`src/rtl/mips_pkg.sv`:
```
// Shared types and encodings for the multi-cycle MIPS control unit:
// FSM states, instruction field constants, ALU/mult-div codes and the decode bundle.
package mips_pkg;

   typedef enum logic [3:0] {
      S_HALT   = 4'd0,
      S_FETCH  = 4'd1,
      S_DECODE = 4'd2,
      S_EXEC1  = 4'd3,
      S_EXEC2  = 4'd4,
      S_DMWAIT = 4'd5
   } state_t;

   // Primary opcodes, instruction [31:26]
   localparam logic [5:0] OP_SPECIAL = 6'h00;
   localparam logic [5:0] OP_REGIMM  = 6'h01;
   localparam logic [5:0] OP_J       = 6'h02;
   localparam logic [5:0] OP_JAL     = 6'h03;
   localparam logic [5:0] OP_BEQ     = 6'h04;
   localparam logic [5:0] OP_BNE     = 6'h05;
   localparam logic [5:0] OP_BLEZ    = 6'h06;
   localparam logic [5:0] OP_BGTZ    = 6'h07;
   localparam logic [5:0] OP_ADDIU   = 6'h09;
   localparam logic [5:0] OP_SLTI    = 6'h0A;
   localparam logic [5:0] OP_SLTIU   = 6'h0B;
   localparam logic [5:0] OP_ANDI    = 6'h0C;
   localparam logic [5:0] OP_ORI     = 6'h0D;
   localparam logic [5:0] OP_XORI    = 6'h0E;
   localparam logic [5:0] OP_LUI     = 6'h0F;
   localparam logic [5:0] OP_LB      = 6'h20;
   localparam logic [5:0] OP_LH      = 6'h21;
   localparam logic [5:0] OP_LW      = 6'h23;
   localparam logic [5:0] OP_LBU     = 6'h24;
   localparam logic [5:0] OP_LHU     = 6'h25;
   localparam logic [5:0] OP_SB      = 6'h28;
   localparam logic [5:0] OP_SH      = 6'h29;
   localparam logic [5:0] OP_SW      = 6'h2B;

   // SPECIAL function codes, instruction [5:0]
   localparam logic [5:0] FN_SLL   = 6'h00;
   localparam logic [5:0] FN_SRL   = 6'h02;
   localparam logic [5:0] FN_SRA   = 6'h03;
   localparam logic [5:0] FN_SLLV  = 6'h04;
   localparam logic [5:0] FN_SRLV  = 6'h06;
   localparam logic [5:0] FN_SRAV  = 6'h07;
   localparam logic [5:0] FN_JR    = 6'h08;
   localparam logic [5:0] FN_JALR  = 6'h09;
   localparam logic [5:0] FN_MFHI  = 6'h10;
   localparam logic [5:0] FN_MFLO  = 6'h12;
   localparam logic [5:0] FN_MULT  = 6'h18;
   localparam logic [5:0] FN_MULTU = 6'h19;
   localparam logic [5:0] FN_DIV   = 6'h1A;
   localparam logic [5:0] FN_DIVU  = 6'h1B;
   localparam logic [5:0] FN_ADD   = 6'h20;
   localparam logic [5:0] FN_ADDU  = 6'h21;
   localparam logic [5:0] FN_SUB   = 6'h22;
   localparam logic [5:0] FN_SUBU  = 6'h23;
   localparam logic [5:0] FN_AND   = 6'h24;
   localparam logic [5:0] FN_OR    = 6'h25;
   localparam logic [5:0] FN_XOR   = 6'h26;
   localparam logic [5:0] FN_NOR   = 6'h27;
   localparam logic [5:0] FN_SLT   = 6'h2A;
   localparam logic [5:0] FN_SLTU  = 6'h2B;

   // REGIMM selectors, instruction [20:16]
   localparam logic [4:0] RT_BLTZ   = 5'h00;
   localparam logic [4:0] RT_BGEZ   = 5'h01;
   localparam logic [4:0] RT_BLTZAL = 5'h10;
   localparam logic [4:0] RT_BGEZAL = 5'h11;

   localparam logic [3:0] ALU_ADD  = 4'd0;
   localparam logic [3:0] ALU_SUB  = 4'd1;
   localparam logic [3:0] ALU_AND  = 4'd2;
   localparam logic [3:0] ALU_OR   = 4'd3;
   localparam logic [3:0] ALU_XOR  = 4'd4;
   localparam logic [3:0] ALU_NOR  = 4'd5;
   localparam logic [3:0] ALU_SLT  = 4'd6;
   localparam logic [3:0] ALU_SLTU = 4'd7;
   localparam logic [3:0] ALU_SLL  = 4'd8;
   localparam logic [3:0] ALU_SRL  = 4'd9;
   localparam logic [3:0] ALU_SRA  = 4'd10;
   localparam logic [3:0] ALU_LUI  = 4'd11;

   localparam logic [1:0] DM_MULT = 2'b00;
   localparam logic [1:0] DM_DIV  = 2'b01;
   localparam logic [1:0] DM_MFHI = 2'b10;
   localparam logic [1:0] DM_MFLO = 2'b11;

   typedef enum logic [1:0] {
      SZ_NONE = 2'd0,
      SZ_BYTE = 2'd1,
      SZ_HALF = 2'd2,
      SZ_WORD = 2'd3
   } mem_size_t;

   typedef struct packed {
      logic [3:0] alu_op;
      logic       alu_src;
      logic       jump;
      logic       branch;
      logic       load;
      logic       store;
      logic       regdst;
      logic       memtoreg;
      logic       regwrite;
      logic       regtojump;
      logic       dm_start;
      logic       dm_signed;
      logic [1:0] dm_op;
      logic       link;
      logic       loadimmed;
      mem_size_t  mem_size;
      logic       known;
   } decode_t;

endpackage

```
`src/rtl/mips_ctrl_decode.sv`:
```
// Purely combinational instruction decode: maps opcode/fun/rt to the static
// datapath controls; known=0 flags an instruction outside the supported set.
module mips_ctrl_decode
   import mips_pkg::*;
(
   input  logic [5:0] opcode,
   input  logic [5:0] fun,
   input  logic [4:0] rt,
   output decode_t    dec
);

   // NOTE: every field gets a default before the case so no path can infer a latch.
   always_comb begin
      dec       = '0;
      dec.known = 1'b1;
      case (opcode)
         OP_SPECIAL: begin
            dec.regdst   = 1'b1;
            dec.regwrite = 1'b1;
            case (fun)
               FN_SLL, FN_SLLV: dec.alu_op = ALU_SLL;
               FN_SRL, FN_SRLV: dec.alu_op = ALU_SRL;
               FN_SRA, FN_SRAV: dec.alu_op = ALU_SRA;
               FN_ADD, FN_ADDU: dec.alu_op = ALU_ADD;
               FN_SUB, FN_SUBU: dec.alu_op = ALU_SUB;
               FN_AND:          dec.alu_op = ALU_AND;
               FN_OR:           dec.alu_op = ALU_OR;
               FN_XOR:          dec.alu_op = ALU_XOR;
               FN_NOR:          dec.alu_op = ALU_NOR;
               FN_SLT:          dec.alu_op = ALU_SLT;
               FN_SLTU:         dec.alu_op = ALU_SLTU;
               FN_MFHI:         dec.dm_op  = DM_MFHI;
               FN_MFLO:         dec.dm_op  = DM_MFLO;
               FN_JR: begin
                  dec.regwrite  = 1'b0;
                  dec.regdst    = 1'b0;
                  dec.jump      = 1'b1;
                  dec.regtojump = 1'b1;
               end
               FN_JALR: begin
                  dec.jump      = 1'b1;
                  dec.regtojump = 1'b1;
                  dec.link      = 1'b1;
               end
               FN_MULT, FN_MULTU, FN_DIV, FN_DIVU: begin
                  dec.regwrite  = 1'b0;
                  dec.regdst    = 1'b0;
                  dec.dm_start  = 1'b1;
                  dec.dm_signed = (fun == FN_MULT) || (fun == FN_DIV);
                  dec.dm_op     = ((fun == FN_MULT) || (fun == FN_MULTU)) ? DM_MULT : DM_DIV;
               end
               default: begin
                  dec.regwrite = 1'b0;
                  dec.regdst   = 1'b0;
                  dec.known    = 1'b0;
               end
            endcase
         end
         OP_REGIMM: begin
            dec.branch = 1'b1;
            dec.alu_op = ALU_SLT;
            case (rt)
               RT_BLTZ, RT_BGEZ: begin
               end
               RT_BLTZAL, RT_BGEZAL: begin
                  dec.link     = 1'b1;
                  dec.regwrite = 1'b1;
               end
               default: begin
                  dec.branch = 1'b0;
                  dec.alu_op = ALU_ADD;
                  dec.known  = 1'b0;
               end
            endcase
         end
         OP_J:   dec.jump = 1'b1;
         OP_JAL: begin
            dec.jump     = 1'b1;
            dec.link     = 1'b1;
            dec.regwrite = 1'b1;
         end
         OP_BEQ, OP_BNE: begin
            dec.branch = 1'b1;
            dec.alu_op = ALU_SUB;
         end
         OP_BLEZ, OP_BGTZ: begin
            dec.branch = 1'b1;
            dec.alu_op = ALU_SLT;
         end
         OP_ADDIU, OP_SLTI, OP_SLTIU, OP_ANDI, OP_ORI, OP_XORI: begin
            dec.alu_src  = 1'b1;
            dec.regwrite = 1'b1;
            case (opcode)
               OP_SLTI:  dec.alu_op = ALU_SLT;
               OP_SLTIU: dec.alu_op = ALU_SLTU;
               OP_ANDI:  dec.alu_op = ALU_AND;
               OP_ORI:   dec.alu_op = ALU_OR;
               OP_XORI:  dec.alu_op = ALU_XOR;
               default:  dec.alu_op = ALU_ADD;
            endcase
         end
         // LUI travels the load path so the immediate is captured in EXEC1
         OP_LUI: begin
            dec.alu_src   = 1'b1;
            dec.regwrite  = 1'b1;
            dec.loadimmed = 1'b1;
            dec.load      = 1'b1;
            dec.alu_op    = ALU_LUI;
            dec.mem_size  = SZ_WORD;
         end
         OP_LB, OP_LBU, OP_LH, OP_LHU, OP_LW: begin
            dec.alu_src  = 1'b1;
            dec.regwrite = 1'b1;
            dec.memtoreg = 1'b1;
            dec.load     = 1'b1;
            dec.mem_size = (opcode == OP_LW) ? SZ_WORD :
                           ((opcode == OP_LH) || (opcode == OP_LHU)) ? SZ_HALF : SZ_BYTE;
         end
         OP_SB, OP_SH, OP_SW: begin
            dec.alu_src  = 1'b1;
            dec.store    = 1'b1;
            dec.mem_size = (opcode == OP_SW) ? SZ_WORD :
                           (opcode == OP_SH) ? SZ_HALF : SZ_BYTE;
         end
         default: dec.known = 1'b0;
      endcase
   end

endmodule

```
`src/rtl/mips_control_fsm.sv`:
```
// Multi-cycle MIPS control FSM with stall counter and Avalon byte-lane generation.
// Build option CONTROL_ILLEGAL_TRAP_EN: undecoded instructions set a sticky flag and halt.
module mips_control_fsm
   import mips_pkg::*;
#(
   parameter int STALL_W    = 16,
   parameter int DM_WAIT_EN = 1
) (
   input  logic               clk,
   input  logic               reset,
   input  logic [5:0]         opcode,
   input  logic [5:0]         fun,
   input  logic [4:0]         rt,
   input  logic [1:0]         addr_lo,
   input  logic               waitrequest,
   input  logic               dm_busy,
   input  logic               halt_req,
   output logic [3:0]         state,
   output logic               active,
   output logic [3:0]         alu_op,
   output logic               alu_src,
   output logic               jump,
   output logic               branch,
   output logic               memread,
   output logic               memwrite,
   output logic               regdst,
   output logic               memtoreg,
   output logic               regwrite,
   output logic               inwrite,
   output logic               pctoadd,
   output logic               pcwrite,
   output logic               regtojump,
   output logic               div_mult_en,
   output logic               div_mult_signed,
   output logic [1:0]         div_mult_op,
   output logic               link,
   output logic               loadimmed,
   output logic [3:0]         byteenable,
   output logic [STALL_W-1:0] stall_count,
   output logic               illegal
);

`ifdef CONTROL_ILLEGAL_TRAP_EN
   localparam bit TRAP_EN = 1'b1;
`else
   localparam bit TRAP_EN = 1'b0;
`endif

   state_t             state_q, state_d;
   decode_t            dec;
   logic               hold;
   logic               trap_hit;
   logic               illegal_q;
   logic [STALL_W-1:0] stall_q;

   mips_ctrl_decode u_decode (
      .opcode (opcode),
      .fun    (fun),
      .rt     (rt),
      .dec    (dec)
   );

   assign trap_hit    = TRAP_EN && (state_q == S_EXEC1) && !dec.known;
   assign state       = state_q;
   assign active      = (state_q != S_HALT);
   assign stall_count = stall_q;
   assign illegal     = TRAP_EN & illegal_q;

   always_comb begin
      state_d         = state_q;
      hold            = 1'b0;
      memread         = 1'b0;
      memwrite        = 1'b0;
      regwrite        = 1'b0;
      inwrite         = 1'b0;
      pctoadd         = 1'b0;
      pcwrite         = 1'b0;
      div_mult_en     = 1'b0;
      alu_op          = ALU_ADD;
      alu_src         = 1'b0;
      jump            = 1'b0;
      branch          = 1'b0;
      regdst          = 1'b0;
      memtoreg        = 1'b0;
      regtojump       = 1'b0;
      div_mult_signed = 1'b0;
      div_mult_op     = DM_MULT;
      link            = 1'b0;
      loadimmed       = 1'b0;

      if (state_q != S_HALT) begin
         alu_op          = dec.alu_op;
         alu_src         = dec.alu_src;
         jump            = dec.jump;
         branch          = dec.branch;
         regdst          = dec.regdst;
         memtoreg        = dec.memtoreg;
         regtojump       = dec.regtojump;
         div_mult_signed = dec.dm_signed;
         div_mult_op     = dec.dm_op;
         link            = dec.link;
         loadimmed       = dec.loadimmed;
      end

      case (state_q)
         S_FETCH: begin
            memread = 1'b1;
            pctoadd = 1'b1;
            if (waitrequest) hold = 1'b1;
            else             state_d = S_DECODE;
         end
         S_DECODE: begin
            inwrite = 1'b1;
            state_d = S_EXEC1;
         end
         S_EXEC1: begin
            if (trap_hit) begin
               state_d = S_HALT;
            end else begin
               memread = dec.load;
               if (dec.load && waitrequest) begin
                  hold = 1'b1;
               end else begin
                  div_mult_en = dec.dm_start;
                  state_d     = (dec.dm_start && (DM_WAIT_EN != 0)) ? S_DMWAIT : S_EXEC2;
               end
            end
         end
         S_DMWAIT: begin
            if (dm_busy) hold = 1'b1;
            else         state_d = S_EXEC2;
         end
         // Architectural updates fire only on the cycle EXEC2 actually retires
         S_EXEC2: begin
            memwrite = dec.store;
            if (dec.store && waitrequest) begin
               hold = 1'b1;
            end else begin
               pcwrite  = 1'b1;
               regwrite = dec.regwrite;
               state_d  = halt_req ? S_HALT : S_FETCH;
            end
         end
         S_HALT:  state_d = S_HALT;
         default: state_d = S_HALT;
      endcase
   end

   always_comb begin
      case (dec.mem_size)
         SZ_HALF: byteenable = addr_lo[1] ? 4'b1100 : 4'b0011;
         SZ_BYTE: byteenable = 4'b0001 << addr_lo;
         default: byteenable = 4'b1111;
      endcase
   end

   // NOTE: state registers use non-blocking assignments so every flop samples pre-edge values.
   always_ff @(posedge clk) begin
      if (reset) begin
         state_q   <= S_FETCH;
         stall_q   <= '0;
         illegal_q <= 1'b0;
      end else begin
         state_q <= state_d;
         if (hold && (stall_q != '1)) stall_q <= stall_q + STALL_W'(1);
         if (trap_hit) illegal_q <= 1'b1;
      end
   end

endmodule

```
`config.mk`:
```
export PLATFORM = sky130hd
export DESIGN_NAME = mips_control_fsm
export DESIGN_NICKNAME = d
export VERILOG_FILES = /design/src/rtl/mips_pkg.sv /design/src/rtl/mips_ctrl_decode.sv /design/src/rtl/mips_control_fsm.sv
export SDC_FILE = /design/constraint.sdc
export NUM_CORES = 1
export LEC_CHECK = 0
export CAP_MARGIN = 20
export CELL_PAD_IN_SITES_DETAIL_PLACEMENT = 1
export CELL_PAD_IN_SITES_GLOBAL_PLACEMENT = 1
export CORE_ASPECT_RATIO = 1.1
export CORE_MARGIN = 3
export CORE_UTILIZATION = 29
export CTS_CLUSTER_DIAMETER = 80
export CTS_CLUSTER_SIZE = 28
export DETAILED_ROUTE_END_ITERATION = 8
export GPL_ROUTABILITY_DRIVEN = 0
export HOLD_SLACK_MARGIN = 0.12
export PLACE_DENSITY = 0.81
export RECOVER_POWER = 25
export SLEW_MARGIN = 20
export SYNTH_ARGS = -nofsm -noshare
export SYNTH_HDL_FRONTEND = slang
export SYNTH_HIERARCHICAL = 1
export SYNTH_SLANG_ARGS = --single-unit
```
`constraint.sdc`:
```
create_clock -name clk -period 2.6 [get_ports clk]
set_clock_uncertainty 0.05 [all_clocks]
set_input_delay 0.39 -clock clk [delete_from_list [all_inputs] [get_ports clk]]
set_output_delay 0.39 -clock clk [all_outputs]
set_load 0.01 [all_outputs]
```
Word-level counts from Yosys, hierarchy flattened
Index checks and enable logic that the tools add are counted.
{ "classes": {"shift": 1, "addsub": 1, "n_mux": 63, "reduce_logical": 30, "eq_ne": 60} }
{ "ops": {"columns": ["cell", "n"], "rows": [
  ["equality test 6 bit (second input constant)", 18],
  ["equality test 6 x 4 -> 1 bit (second input constant)", 9],
  ["equality test 6 x 3 -> 1 bit (second input constant)", 7],
  ["case mux 4 bit (10 select lines)", 1],
  ["equality test 6 x 5 -> 1 bit (second input constant)", 6],
  ["2-to-1 mux 1 bit", 36],
  ["equality test 6 x 2 -> 1 bit (second input constant)", 4],
  ["2-to-1 mux 4 bit", 6],
  ["case mux 4 bit (6 select lines)", 1],
  ["case mux 4 bit (5 select lines)", 1],
  ["OR reduction 19 bit", 1],
  ["OR reduction 2 bit", 9],
  ["adder 16 x 1 -> 16 bit (second input constant)", 1],
  ["inequality test 16 bit (second input constant)", 1],
  ["case mux 3 bit (5 select lines)", 1],
  ["OR reduction 15 bit", 1],
  ["OR reduction 13 bit", 1],
  ["logical NOT 6 bit", 2],
  ["2-to-1 mux 2 bit", 6],
  ["case mux 2 bit (3 select lines)", 2],
  ["OR reduction 4 bit", 3],
  ["OR reduction 6 bit", 2],
  ["equality test 5 bit (second input constant)", 2],
  ["equality test 4 x 2 -> 1 bit (second input constant)", 2],
  ["other kinds (21)", 32]
]} }
{ "word_totals": {"ff_bits": 20, "out_inout_bits": 48, "input_bits": 24, "wordCells": 157} }

Depth between registers and ports, before layout
Gate-level depths: netlist (run 1).
{ "depth": {"depth_word": 8, "depth_mapped": 10, "depth_no_buf": 9} }

Cells and area by module
The synthesis (run 1) kept the hierarchy.
{ "modules_own_cells": {"columns": ["mod", "n_inst", "area_each_um2", "cells_per_inst", "seq_area_each_um2"], "rows": [
  ["mips_control_fsm", 1, 1326.3, 170, 380.4],
  ["mips_ctrl_decode", 1, 710.7, 111, 0.0]
]} }

Least setup slack after synthesis (run 1)
Ideal clock, no wire load.
{ "synth_timing": {"path_type": "in2reg", "start": "input port opcode[1]", "end": "register stall_q[13] (netlist: stall_count[13])", "required_ps": 2427, "path_slack_ps": -121, "cell_stages": 9, "arrival_time_ps": 2547, "setup_time_ps": 123, "path_buffers": 2, "path_cell_list": "buf_4 nor2b_1 nor4b_1 nand3b_4 a211oi_2 o2bb2ai_2 buf_6 nor4_1 mux2_1"} }
{ "synth_lines": {"columns": ["element", "line_no", "text"], "rows": [
  ["start, declared", "mips_control_fsm.sv:11", "input logic [5:0] opcode,"],
  ["end signal, assigned", "mips_control_fsm.sv:165", "if (hold && (stall_q != '1)) stall_q <= stall_q + STALL_W'(1);"],
  ["end, declared", "mips_control_fsm.sv:54", "logic [STALL_W-1:0] stall_q;"]
]} }

==> flow_summary_export.csv, run 1 <==
group,metric,value,unit
status,status,"complete, no violations",
placed_design,dp_hpwl,5820,µm
cells_and_area,syn_to_final_growth,73.1,%
cells_and_area,final_cell_mix,"buf_4, a21oi_1, nor2_1",
detailed_routing,drt_iter0_markers,115,
pwr,p_leak,1.47,nW
detailed_routing,first_pass_iters,4,
cells_and_area,fill_cells,824,
clock_tree,cts_root_buffer,"clkbuf_8",
detailed_routing,vias_per_cell,5.41,
timing,slew_headroom,53.2,%
cells_and_area,postLayoutCellArea,0.00345,mm²
flow_run,maxCapViolations,0,
pwr,switchingPower,0.289,mW
floorplanning,fp.dieW,85.0,µm
pwr,p_comb_share,40.0,%
placed_design,placed_area,0.00307,mm²
timing,fmax,390,MHz
worst_setup_path,worst_ep_arrival_time,2.12,ns
cells_and_area,antenna_cells,0,
clock_tree,clock_sink_count,19,
floorplanning,rows,31,
timing,rsz0062_at_grt,"yes",
worst_setup_path,crit_type,"in -> out",
worst_setup_path,cp_max_fo,6,
pwr,power.total,0.861,mW
clock_tree,clk_latency,0.26,ns
worst_setup_path,end_kind,"output port",
timing,finalCritPeriodShare,98.6,%
pwr,power_frac_seq,35.7,%
clock_tree,cts_made_buffers,3,
logic_synthesis,syn_avg_cell_area,7.24,µm²
detailed_routing,post_drt_wl_per_cell,17.6,µm
cells_and_area,instances_no_fill,478,
floorplanning,initial_utilization,30.0,%
logic_synthesis,yosys_warnings,6,
pwr,pwr-share-clk,24.3,%
placed_design,place_ws,-0.692,ns
grt,antenna_found_initial,0,
timing,final.setup.tns,0,ns
pwr,p_sw_share,33.6,%
cells_and_area,final_util,52.0,%
clock_tree,clk_pin_slew,0.07,ns
detailed_routing,finalWirelength,8430,µm
placed_design,dp.cells,458,
floorplanning,ios,72,
worst_hold_path,holdPathStages,2,
pwr,ir_drop,0.000207,V
logic_synthesis,synthCells,275,
timing,whs,0.479,ns
floorplanning,fp.dieArea,0.00790,mm²
clock_tree,cts_tree,"yes",
grt,grt_first_pass_wirelength,13500,µm
grt,grt_overflow,0,
worst_setup_path,required,2.16,ns
timing,final-hold-violation-count,0,
worst_hold_path,hp-class,"reg -> reg",
cells_and_area,drive_gt1_share,34.3,%
clock_tree,clockBufferDepth,2,
pwr,intPower,0.572,mW
cells_and_area,fin_nets,425,
worst_setup_path,r2r_cells,6,
timing,drv_slew,0,
worst_setup_path,cp-start-kind,"primary input",
detailed_routing,vias,2587,
detailed_routing,ant_nets,0,
floorplanning,coreArea,0.00663,mm²
pwr,pwr_density_cell,250,mW/mm²
grt,track_usage,20.7,%
timing,setup_ws,0.0375,ns
clock_tree,cts_max_level,1,
timing,min_period,2.56,ns
grt,grt_pass1_vias,2831,
clock_tree,hold_buffers,0,
timing,setup_viol,0,
floorplanning,die_h,92.9,µm
placed_design,io_buffers,68,
timing,worst_pin_slew,0.700,ns
grt,grt_max_degree,20,
logic_synthesis,synth_area,0.00199,mm²
detailed_routing,remaining_drc_errors,0,
cells_and_area,final_common_cell,"buf_4",
layer usage:
layer / GRT usage (%) / routed length [µm]
met2: 39.1 / 4480
met1: 23.8 / 3410
met4: 7.26 / 250
met5: 0 / 0
met3: 2.14 / 286
power by group through the flow:
stage	clock (mW)	combinational [mW]	sequential [mW]
after floorplan	0	0.140	0.311
after CTS	0.210	0.326	0.307
after global placement	0	0.291	0.313
final	0.209	0.345	0.307
after global routing	0.223	0.372	0.309
after detailed placement	0	0.300	0.313
path summary, 6_finish.rpt:
path,slack [ns],startpoint,endpoint
max,0.04,opcode[1],byteenable[1]
min,0.48,stall_count[6],stall_count[6]
max reg2reg,0.43,state[0],stall_count[5]
min reg2reg,0.48,stall_count[6],stall_count[6]
state kept, by name, summed over array words and instances (netlist names):
name         flops
stall_count     16
state            3
critical path, cell delays in order:
cell and delay (ns):
clkdlybuf4s15_2 0.26, nor2b_4 0.24, nor3_2 0.07, o21ai_1 0.16, a21oi_2 0.09, buf_4 0.14, ha_2 0.18, a21o_1 0.19
a21o_1 0.18, clkdlybuf4s15_1 0.22
cell type report:
class	count	area, µm²	share of cell area, %
Inverter	19	71.3	2.07
Tap cell	82	103	2.98
Clock buffer	3	41.3	1.20
Multi-Input combinational cell	218	1680	48.6
Sequential cell	19	380	11.0
Clock inverter	1	5.00	0.145
Timing Repair Buffer	136	1170	34.0
what timing repair did:
action                                  CTS  global route
setup buffers                            14             2
resized for setup                       100            40
pin swaps                                11            16
endpoints found under the setup margin   41            27
Note: power is estimated with default switching activity, not from simulation.
==> inputs of run 2 (changes only) <==
--- a/config.mk
+++ b/config.mk
@@ -10,9 +10,9 @@
 export CELL_PAD_IN_SITES_GLOBAL_PLACEMENT = 1
 export CORE_ASPECT_RATIO = 1.1
 export CORE_MARGIN = 3
-export CORE_UTILIZATION = 29
+export CORE_UTILIZATION = 28
 export CTS_CLUSTER_DIAMETER = 80
-export CTS_CLUSTER_SIZE = 28
+export CTS_CLUSTER_SIZE = 10
 export DETAILED_ROUTE_END_ITERATION = 8
 export GPL_ROUTABILITY_DRIVEN = 0
 export HOLD_SLACK_MARGIN = 0.12
@@ -21,5 +21,4 @@
 export SLEW_MARGIN = 20
 export SYNTH_ARGS = -nofsm -noshare
 export SYNTH_HDL_FRONTEND = slang
-export SYNTH_HIERARCHICAL = 1
 export SYNTH_SLANG_ARGS = --single-unit
==> run 2 against run 1 <==
Compared with the run above:
- count of clock-buffer cells in the layout grew 1
- highest routed layer unchanged
- final area shrank 10%
- sequential cell count is the same
- sequential power is essentially flat
- global-route usage shrank 1.8 points
- utilization shrank 3.4 points
- combinational power grew 11%
- critical endpoint is now regdst
- synthesized cell count shrank 1.5%
==> flow_summary_export.csv, run 2 <==
group,metric,value,unit
logic_synthesis,synth_top_area_cell,"dfxtp_1",
pwr,ir_drop,0.000235,V
grt,grt_pass1_vias,2625,
pwr,intPower,0.590,mW
grt,grt_overflow,0,
logic_synthesis,async_reset_ff_share,0,%
timing,slew_headroom,63.7,%
cells_and_area,fin_nets,408,
cells_and_area,multi_input_area,0.00143,mm²
logic_synthesis,ys_types,55,
logic_synthesis,synth-edff-count,0,
grt,use_met3,1.89,%
detailed_routing,finalWirelength,7430,µm
clock_tree,clock_sink_count,19,
logic_synthesis,ys_ff_latch,19,
worst_setup_path,worst_ep_arrival_time,2.07,ns
detailed_routing,post_drt_wl_per_cell,16.2,µm
cells_and_area,final_common_cell,"buf_4",
grt,track_usage,19.0,%
pwr,p_comb_share,42.7,%
placed_design,dp.cells,451,
worst_hold_path,hp-class,"reg -> reg",
worst_setup_path,crit_type,"in -> out",
grt,grt_first_pass_wirelength,12400,µm
timing,fmax,398,MHz
logic_synthesis,synth-seq-area-share,20.1,%
logic_synthesis,yosysTopAreaCellShare,20.1,%
worst_setup_path,cp_max_fo,7,
flow_run,maxCapViolations,0,
pwr,switchingPower,0.311,mW
cells_and_area,fill_cells,843,
clock_tree,clk_latency,0.26,ns
detailed_routing,remaining_drc_errors,0,
detailed_routing,ant_nets,0,
logic_synthesis,synth_area,0.00189,mm²
clock_tree,clk_pin_slew,0.07,ns
floorplanning,coreArea,0.00638,mm²
pwr,p_leak,1.37,nW
timing,worst_pin_slew,0.542,ns
floorplanning,ios,72,
floorplanning,initial_utilization,29.7,%
floorplanning,fp.dieArea,0.00779,mm²
grt,grt_max_degree,19,
cells_and_area,seq_area,380,µm²
logic_synthesis,synthCells,271,
logic_synthesis,synth_most_common_cell,"nor2_1",
worst_setup_path,end_kind,"output port",
cells_and_area,syn_to_final_growth,63.7,%
status,status,"complete, no violations",
clock_tree,cts_root_buffer,"clkbuf_8",
clock_tree,cts_tree,"yes",
cells_and_area,drive_gt1_share,23.7,%
logic_synthesis,synth_top_flop_cell,"dfxtp_1",
floorplanning,fp.dieW,84.4,µm
timing,final-hold-violation-count,0,
clock_tree,cts_made_buffers,3,
detailed_routing,drt_iter0_markers,102,
floorplanning,die_h,92.3,µm
detailed_routing,vias_per_cell,5.46,
placed_design,dp_hpwl,5960,µm
logic_synthesis,syn_avg_cell_area,6.99,µm²
timing,setup_viol,0,
timing,final.setup.tns,0,ns
timing,whs,0.473,ns
timing,min_period,2.51,ns
pwr,power_frac_seq,33.9,%
grt,grt_busiest_layer,"met2",
clock_tree,clockBufferDepth,2,
placed_design,io_buffers,68,
timing,rsz0062_at_grt,"no",
cells_and_area,final_util,48.6,%
detailed_routing,vias,2504,
cells_and_area,final_cell_mix,"buf_4, nor2_1, clkdlybuf4s50_1",
logic_synthesis,synthTopCellsByArea,"dfxtp_1, a21oi_1, nor2_1",
clock_tree,cts_max_level,1,
grt,antenna_found_initial,0,
clock_tree,hold_buffers,0,
logic_synthesis,synth_common_cells,"nor2_1, a21oi_1, dfxtp_1",
pwr,pwr_density_cell,291,mW/mm²
cells_and_area,antenna_cells,0,
pwr,p_sw_share,34.5,%
cells_and_area,largest_reg_flops,16,
worst_setup_path,cp-start-kind,"primary input",
detailed_routing,first_pass_iters,4,
grt,met1_usage,22.9,%
logic_synthesis,yosys_warnings,0,
floorplanning,rows,30,
timing,finalCritPeriodShare,96.6,%
cells_and_area,instances_no_fill,459,
timing,drv_slew,0,
grt,use_met2,35.9,%
worst_setup_path,required,2.16,ns
pwr,pwr-share-clk,23.5,%
[run 2: critical path, cell delays in order]
cell             delay, ns
clkdlybuf4s50_1       0.60
nand3_1               0.15
buf_4                 0.16
o21ai_0               0.18
nand2_1               0.07
a21boi_0              0.22
dlygate4sd2_1         0.30
[run 2: area by class of cell]
| type | count | area share (%) |
|---|---|---|
| Clock buffer | 4 | 1.45 |
| Timing Repair Buffer | 125 | 35.3 |
| Tap cell | 80 | 3.23 |
| Inverter | 15 | 1.82 |
| Sequential cell | 19 | 12.3 |
| Multi-Input combinational cell | 216 | 46.0 |
[run 2: final timing paths]
kind	startpoint	end	slack, ns	cells past startpoint
max	fun[3]	regdst	0.09	7
min	stall_count[5]	stall_count[5]	0.47	2
max reg2reg	state[2]	stall_count[9]	0.41	8
min reg2reg	stall_count[5]	stall_count[5]	0.47	2
[run 2: timing repair]
item,in CTS,in global routing
pin swaps,2,2
resized for setup,55,16
endpoints found under the setup margin,28,19
setup buffers,2,2
[run 2: cells by family after synthesis]
kind of cell / after synthesis / synth area share (%)
adder cells (fa/ha/maj): 4 / 2.64
buffers and inverters: 37 / 8.85
multiplexers: 7 / 4.09
AO/OA/AOI/OAI: 79 / 28.5
other: 1 / 0.198
AND/OR/NAND/NOR: 124 / 35.7
flip-flops: 19 / 20.1
[run 2: metrics by stage]
step                total power, mW  worst slack [ns]  cell area, µm²
finish                        0.901            0.0873            3100
global placement              0.680            -0.416            3000
CTS                           0.907          -0.00146            3080
global route                  0.955           0.00801            3100
detailed placement            0.691            -0.529            3000
floorplan                     0.488            0.0986            1900
[run 2: power by group through the flow]
stage | Clock (mW) | Combinational [mW] | Sequential, mW
5_1_grt | 0.230 | 0.419 | 0.306
3_5_place_dp | 0 | 0.380 | 0.311
3_3_place_gp | 0 | 0.369 | 0.311
2_1_floorplan | 0 | 0.175 | 0.313
4_1_cts | 0.221 | 0.382 | 0.304
6_report | 0.212 | 0.384 | 0.305
[run 2: metal layers]
metal	up-vias	routed length [µm]
met2	49	3940
met5	-	0
li1	1224	-
met1	1223	3220
met3	8	174
met4	0	90
==> inputs of run 3 (changes only) <==
--- a/config.mk
+++ b/config.mk
@@ -15,7 +15,7 @@
 export CTS_CLUSTER_SIZE = 10
 export DETAILED_ROUTE_END_ITERATION = 8
 export GPL_ROUTABILITY_DRIVEN = 0
-export HOLD_SLACK_MARGIN = 0.12
+export HOLD_SLACK_MARGIN = 0.08
 export PLACE_DENSITY = 0.81
 export RECOVER_POWER = 25
 export SLEW_MARGIN = 20
==> results of run 3 <==
No change in the layout: final DEF, timing and power equal those of run 2.
